==> config.mk <==
export PLATFORM = sky130hd
export DESIGN_NAME = branch_predictor
export DESIGN_NICKNAME = d
export VERILOG_FILES = /design/src/rtl/bp_pkg.sv /design/src/rtl/bht_array.sv /design/src/rtl/branch_predictor.sv
export SDC_FILE = /design/constraint.sdc
export NUM_CORES = 1
export LEC_CHECK = 0
export ABC_AREA = 1
export CAP_MARGIN = 10
export CORE_MARGIN = 1
export CORE_UTILIZATION = 35
export CTS_CLUSTER_SIZE = 14
export DETAILED_ROUTE_END_ITERATION = 10
export HOLD_SLACK_MARGIN = 0.03
export PLACE_DENSITY = 0.56
export SLEW_MARGIN = 25
export SYNTH_ARGS = -nofsm -noshare
export SYNTH_HDL_FRONTEND = slang
export SYNTH_SLANG_ARGS = --single-unit
==> constraint.sdc <==
create_clock -name clk -period 7.4 [get_ports clk]
set_clock_uncertainty 0.15 [all_clocks]
set_input_delay 1.85 -clock clk [delete_from_list [all_inputs] [get_ports clk]]
set_output_delay 1.85 -clock clk [all_outputs]
set_load 0.03 [all_outputs]
==> src/rtl/bp_pkg.sv <==
// Shared types and helpers for the IF-stage branch predictor and its BHT.
package bp_pkg;

  typedef enum logic [2:0] {
    BR_EQ   = 3'd0,
    BR_NE   = 3'd1,
    BR_NONE = 3'd2,
    BR_JUMP = 3'd3,
    BR_LT   = 3'd4,
    BR_GE   = 3'd5,
    BR_LTU  = 3'd6,
    BR_GEU  = 3'd7
  } br_type_e;

  typedef enum logic {
    INIT = 1'b0,
    RUN  = 1'b1
  } bp_state_e;

  localparam logic [1:0] CTR_SNT = 2'b00;
  localparam logic [1:0] CTR_WNT = 2'b01;
  localparam logic [1:0] CTR_WT  = 2'b10;
  localparam logic [1:0] CTR_ST  = 2'b11;

  function automatic logic is_cond(input logic [2:0] br_type);
    return (br_type != BR_NONE) && (br_type != BR_JUMP);
  endfunction

  // Saturating 2-bit counter step toward the resolved outcome.
  function automatic logic [1:0] ctr_update(input logic [1:0] ctr, input logic taken);
    logic [1:0] nxt;
    nxt = ctr;
    if (taken && ctr != CTR_ST)        nxt = ctr + 2'd1;
    else if (!taken && ctr != CTR_SNT) nxt = ctr - 2'd1;
    return nxt;
  endfunction

endpackage

==> src/rtl/bht_array.sv <==
// Branch history table: 2**IDX_BITS x 2-bit counters, one async read port and one
// sync write port that either loads the init value or applies a saturating train step.
module bht_array
  import bp_pkg::*;
#(
  parameter int IDX_BITS = 6
) (
  input  logic                clk,
  input  logic [IDX_BITS-1:0] rd_idx,
  output logic [1:0]          rd_ctr,
  input  logic                wr_en,
  input  logic [IDX_BITS-1:0] wr_idx,
  input  logic                wr_init,
  input  logic                wr_taken
);

  localparam int DEPTH = 1 << IDX_BITS;

  // No reset on the storage: the post-reset init walk clears every entry.
  logic [1:0] mem_q [DEPTH];
  logic [1:0] ctr_d;

  assign rd_ctr = mem_q[rd_idx];

  always_comb begin
    ctr_d = ctr_update(mem_q[wr_idx], wr_taken);
    if (wr_init) ctr_d = CTR_WNT;
  end

  always_ff @(posedge clk) begin
    if (wr_en) mem_q[wr_idx] <= ctr_d;
  end

endmodule

==> src/rtl/branch_predictor.sv <==
// IF-stage dynamic branch predictor with EX-stage training and mispredict redirect.
// Optional BP_STATS_EN adds saturating branch / mispredict counters.
module branch_predictor
  import bp_pkg::*;
#(
  parameter int IDX_BITS = 6,
  parameter int XLEN     = 32
) (
  input  logic            clk,
  input  logic            rst,
  input  logic [XLEN-1:0] if_pc,
  input  logic [2:0]      if_br_type,
  input  logic [XLEN-1:0] if_target,
  output logic            pred_taken,
  output logic [XLEN-1:0] pred_pc,
  output logic            init_busy,
  input  logic            ex_valid,
  input  logic [XLEN-1:0] ex_pc,
  input  logic [2:0]      ex_br_type,
  input  logic            ex_br_taken,
  input  logic            ex_pred_taken,
  input  logic [XLEN-1:0] ex_target,
  output logic            mispredict,
  output logic [XLEN-1:0] redirect_pc
`ifdef BP_STATS_EN
  ,
  output logic [31:0]     stat_branches,
  output logic [31:0]     stat_mispredicts
`endif
);

  localparam logic [IDX_BITS-1:0] LAST_IDX = '1;

  bp_state_e             state_q, state_d;
  logic [IDX_BITS-1:0]   init_idx_q, init_idx_d;
  logic [IDX_BITS-1:0]   if_idx, ex_idx, wr_idx;
  logic [1:0]            if_ctr;
  logic                  wr_en, wr_init;
  logic                  run, ex_cond;

  assign if_idx  = if_pc[IDX_BITS+1:2];
  assign ex_idx  = ex_pc[IDX_BITS+1:2];
  assign ex_cond = ex_valid & is_cond(ex_br_type);

  always_comb begin
    state_d    = state_q;
    init_idx_d = init_idx_q;
    wr_en      = 1'b0;
    wr_init    = 1'b0;
    wr_idx     = ex_idx;
    case (state_q)
      INIT: begin
        wr_en      = 1'b1;
        wr_init    = 1'b1;
        wr_idx     = init_idx_q;
        init_idx_d = init_idx_q + 1'b1;
        if (init_idx_q == LAST_IDX) state_d = RUN;
      end
      RUN: wr_en = ex_cond;
    endcase
    // A reset cycle must not commit a training write from a stale RUN state.
    if (rst) wr_en = 1'b0;
  end

  always_ff @(posedge clk) begin
    if (rst) begin
      state_q    <= INIT;
      init_idx_q <= '0;
    end else begin
      state_q    <= state_d;
      init_idx_q <= init_idx_d;
    end
  end

  bht_array #(.IDX_BITS(IDX_BITS)) u_bht (
    .clk      (clk),
    .rd_idx   (if_idx),
    .rd_ctr   (if_ctr),
    .wr_en    (wr_en),
    .wr_idx   (wr_idx),
    .wr_init  (wr_init),
    .wr_taken (ex_br_taken)
  );

  // Reset is treated like INIT on the outputs so nothing escapes while state_q is stale.
  assign init_busy = rst | (state_q == INIT);
  assign run       = ~init_busy;

  always_comb begin
    pred_taken  = run & ((if_br_type == BR_JUMP) |
                         (is_cond(if_br_type) & (if_ctr >= CTR_WT)));
    pred_pc     = pred_taken ? if_target : if_pc + XLEN'(4);
    mispredict  = run & ex_valid & (ex_br_type != BR_NONE) & (ex_br_taken != ex_pred_taken);
    redirect_pc = ex_br_taken ? ex_target : ex_pc + XLEN'(4);
  end

`ifdef BP_STATS_EN
  logic [31:0] stat_br_q, stat_br_d, stat_mp_q, stat_mp_d;

  always_comb begin
    stat_br_d = stat_br_q;
    stat_mp_d = stat_mp_q;
    if (run & ex_cond & (stat_br_q != 32'hFFFF_FFFF)) stat_br_d = stat_br_q + 32'd1;
    if (mispredict & (stat_mp_q != 32'hFFFF_FFFF))    stat_mp_d = stat_mp_q + 32'd1;
  end

  always_ff @(posedge clk) begin
    if (rst) begin
      stat_br_q <= '0;
      stat_mp_q <= '0;
    end else begin
      stat_br_q <= stat_br_d;
      stat_mp_q <= stat_mp_d;
    end
  end

  assign stat_branches    = stat_br_q;
  assign stat_mispredicts = stat_mp_q;
`endif

endmodule

==> results.py <==
metrics = {
    "global_routing": {
        "grt_max_degree": 65,
        "overflow": 0,
        "grt_use_total": 0.2281,
        "grt_pass1_vias": 8321,
        "grt_first_pass_wirelength_um": 46300,
        "grt_antenna_before_repair": 0,
    },
    "place": {
        "hpwl_um": 21750,
        "portBuffers": 205,
        "placed_area_um2": 11350,
        "dpl.cell_count": 1760,
        "place.gp.congestion": 0.8855,
    },
    "cts": {
        "clockBufferDepth": 2,
        "post_cts_resized": 0,
        "cts_setup_buffers": 0,
        "cts_tree": "done",
        "cts_root_buf": "clkbuf_16",
        "cts_hold_buf": 0,
        "cts_sinks": 135,
        "cts_max_level": 4,
        "clk_pin_slew_ps": 60,
        "cts_buffers": 17,
        "insertion_delay_ps": 430,
    },
    "die": {
        "die_height_um": 163.5,
        "start_util": 0.3593,
        "rows": 58,
        "core_area_um2": 25400,
        "ios": 206,
        "die-area_um2": 26720,
        "die_w_um": 163.5,
    },
    "cells_and_area": {
        "drive_gt1_frac": 0.07866,
        "syn2layout_area_growth_pct": 31.13,
        "seq_area_um2": 3984,
        "multi_input_area_um2": 4461,
        "fin_nets": 1593,
        "instances_no_fill": 1792,
        "mostFrequentLayoutCells": "479 x nand2_1, 173 x clkdlybuf4s50_1, 168 x nor2_1",
        "diodes": 0,
        "nFillCells": 2599,
        "layout_commonest_cell": "nand2_1",
        "fin_area_um2": 11970,
    },
    "setup_path": {
        "crit_required_ps": 5400,
        "crit_type": "primary input to output port",
        "path_max_fanout": 6,
        "startpoint_type": "primary input",
        "arrival_ps": 4810,
        "crit_path_end_kind": "output port",
    },
    "timing": {
        "fin_tns_setup_ps": 0,
        "setup_viol": 0,
        "fmax_mhz": 146.9,
        "fin_crit_sh": 0.9198,
        "finalHoldViolations": 0,
        "slew-limit-headroom": 0.3833,
        "final_max_slew_viol_count": 0,
        "rsz0062_at_grt": "false",
        "min_period_ps": 6807,
        "worstMarginPinSlew_ps": 922.3,
        "hold_slack_ps": 351.0,
    },
    "logic_synthesis": {
        "synth_cell_types": 41,
        "synth_top_family_by_area": "simple AND/OR/NAND/NOR gates",
        "netlist_area_um2": 9125,
        "syn_inst": 1266,
        "yosys.area_share.simple": 0.3676,
        "syn_nets": 1410,
        "synthAdderAreaFrac": 0.006856,
        "synth_seq_cells": 135,
        "synth-xor-area-share": 0.04127,
        "syn_area_per_cell_um2": 7.208,
        "yosys_warnings": 0,
        "synth_mux_area_frac": 0,
        "seq_area_frac_synth": 0.4366,
        "synth_compound_area_frac": 0.07130,
    },
    "route": {
        "drt_wl_total_um": 30850,
        "viasPerCell": 5.037,
        "firstDrtPassIters": 6,
        "drcViolationCount": 0,
        "wl_per_cell_um": 17.22,
        "drtAntennaViolNets": 0,
        "drtIter0Drc": 769,
        "dr_total_vias": 9026,
    },
    "worst_hold_path": {
        "holdCritPathClass": "flip-flop to flip-flop",
    },
    "power": {
        "power-per-cell-area_nw_per_um2": 178.1,
        "power_leakage_nw": 4.994,
        "power_mw": 2.131,
        "vdd_drop_max_mv": 0.1679,
    },
    "flow_run": {
        "cap_viol_max_count": 0,
    },
    "status": {
        "outcome": "completed",
    },
}
==> layout make-up <==
cell class / instances / area share
timing repair buffer: 220 / 0.1774
clock inverter: 15 / 0.01589
clock buffer: 17 / 0.03555
tap: 330 / 0.03451
sequential: 135 / 0.3330
inverter: 98 / 0.03095
multi-input combinational: 977 / 0.3728
==> cell families after synthesis <==
group           Yosys count
compound gates          120
xor+xnor                 43
fa+ha+maj                 5
buf+inv                 154
flops                   135
simple gates            809
==> per-layer routing <==
metal  vias to the layer above  GRT usage  part of all wire
met5                         -          0                 0
met4                         0    0.07786             0.025
met3                        58    0.04850             0.082
met2                       360     0.3742              0.46
met1                      4120     0.2963              0.43
li1                       4488          -                 -
==> final timing paths <==
| check | slack (ps) | from | endpoint | cells past startpoint |
|---|---|---|---|---|
| setup / recovery | 590 | ex_pc[2] | redirect_pc[30] | 15 |
| hold / removal | 350 | init_idx_q[1] | init_idx_q[1] | 2 |
| setup reg to reg | 2740 | state_q | u_bht.mem_q[38][0] | 21 |
| hold reg to reg | 350 | init_idx_q[1] | init_idx_q[1] | 2 |
==> report_power, final <==
group	switching, mW	total (mW)	internal (mW)
Clock	0.347	0.885	0.539
Sequential	0.00200	0.828	0.826
Combinational	0.248	0.417	0.169
==> flip-flops by register name, summed over array words and instances, names as in the netlist <==
signal       cells
state_q          1
init_idx_q       6
u_bht.mem_q    128
==> metrics by stage <==
step                utilization  worst slack, ps
global placement         0.4468            678.4
global route             0.4711            340.8
floorplan                     -             1663
finish                   0.4711            593.2
CTS                      0.4711            601.7
detailed placement       0.4468            616.6
==> cells in the mapped netlist (all sizes together) <==
master  number  share of area
a211oi       1        0.00082
a21boi       1        0.00082
a21oi       20          0.012
buf         39          0.029
clkbuf      17         0.0071
dfxtp        7          0.015
edfxtp     128           0.42
ha           5         0.0069
inv         98          0.041
nand2      487           0.20
nand3       98          0.055
nand3b       1        0.00082
nand4       20          0.014
nor2       181          0.079
nor3        14         0.0077
nor3b        2         0.0016
nor4         4         0.0027
nor4b        1        0.00096
o211ai       8         0.0066
o21a         1        0.00082
o21ai       84          0.046
o21bai       1        0.00082
o22ai        1        0.00069
o31ai        3         0.0025
or2          1        0.00069
xnor2       20          0.019
xor2        23          0.022
==> worst max-delay path, cell delays in order <==
cell and delay (ps):
clkdlybuf4s50_1 650, ha_1 230, nand2_1 90, nor2_1 110
nand2_1 100, nor2_2 140, nand2_1 80, nor2_1 140
nand2_1 140, nor2_4 160, nand4_2 130, o21ai_1 160
nand3_1 100, nand2_1 70, clkdlybuf4s50_1 660
No activity file was read; power rests on OpenSTA's default activity.
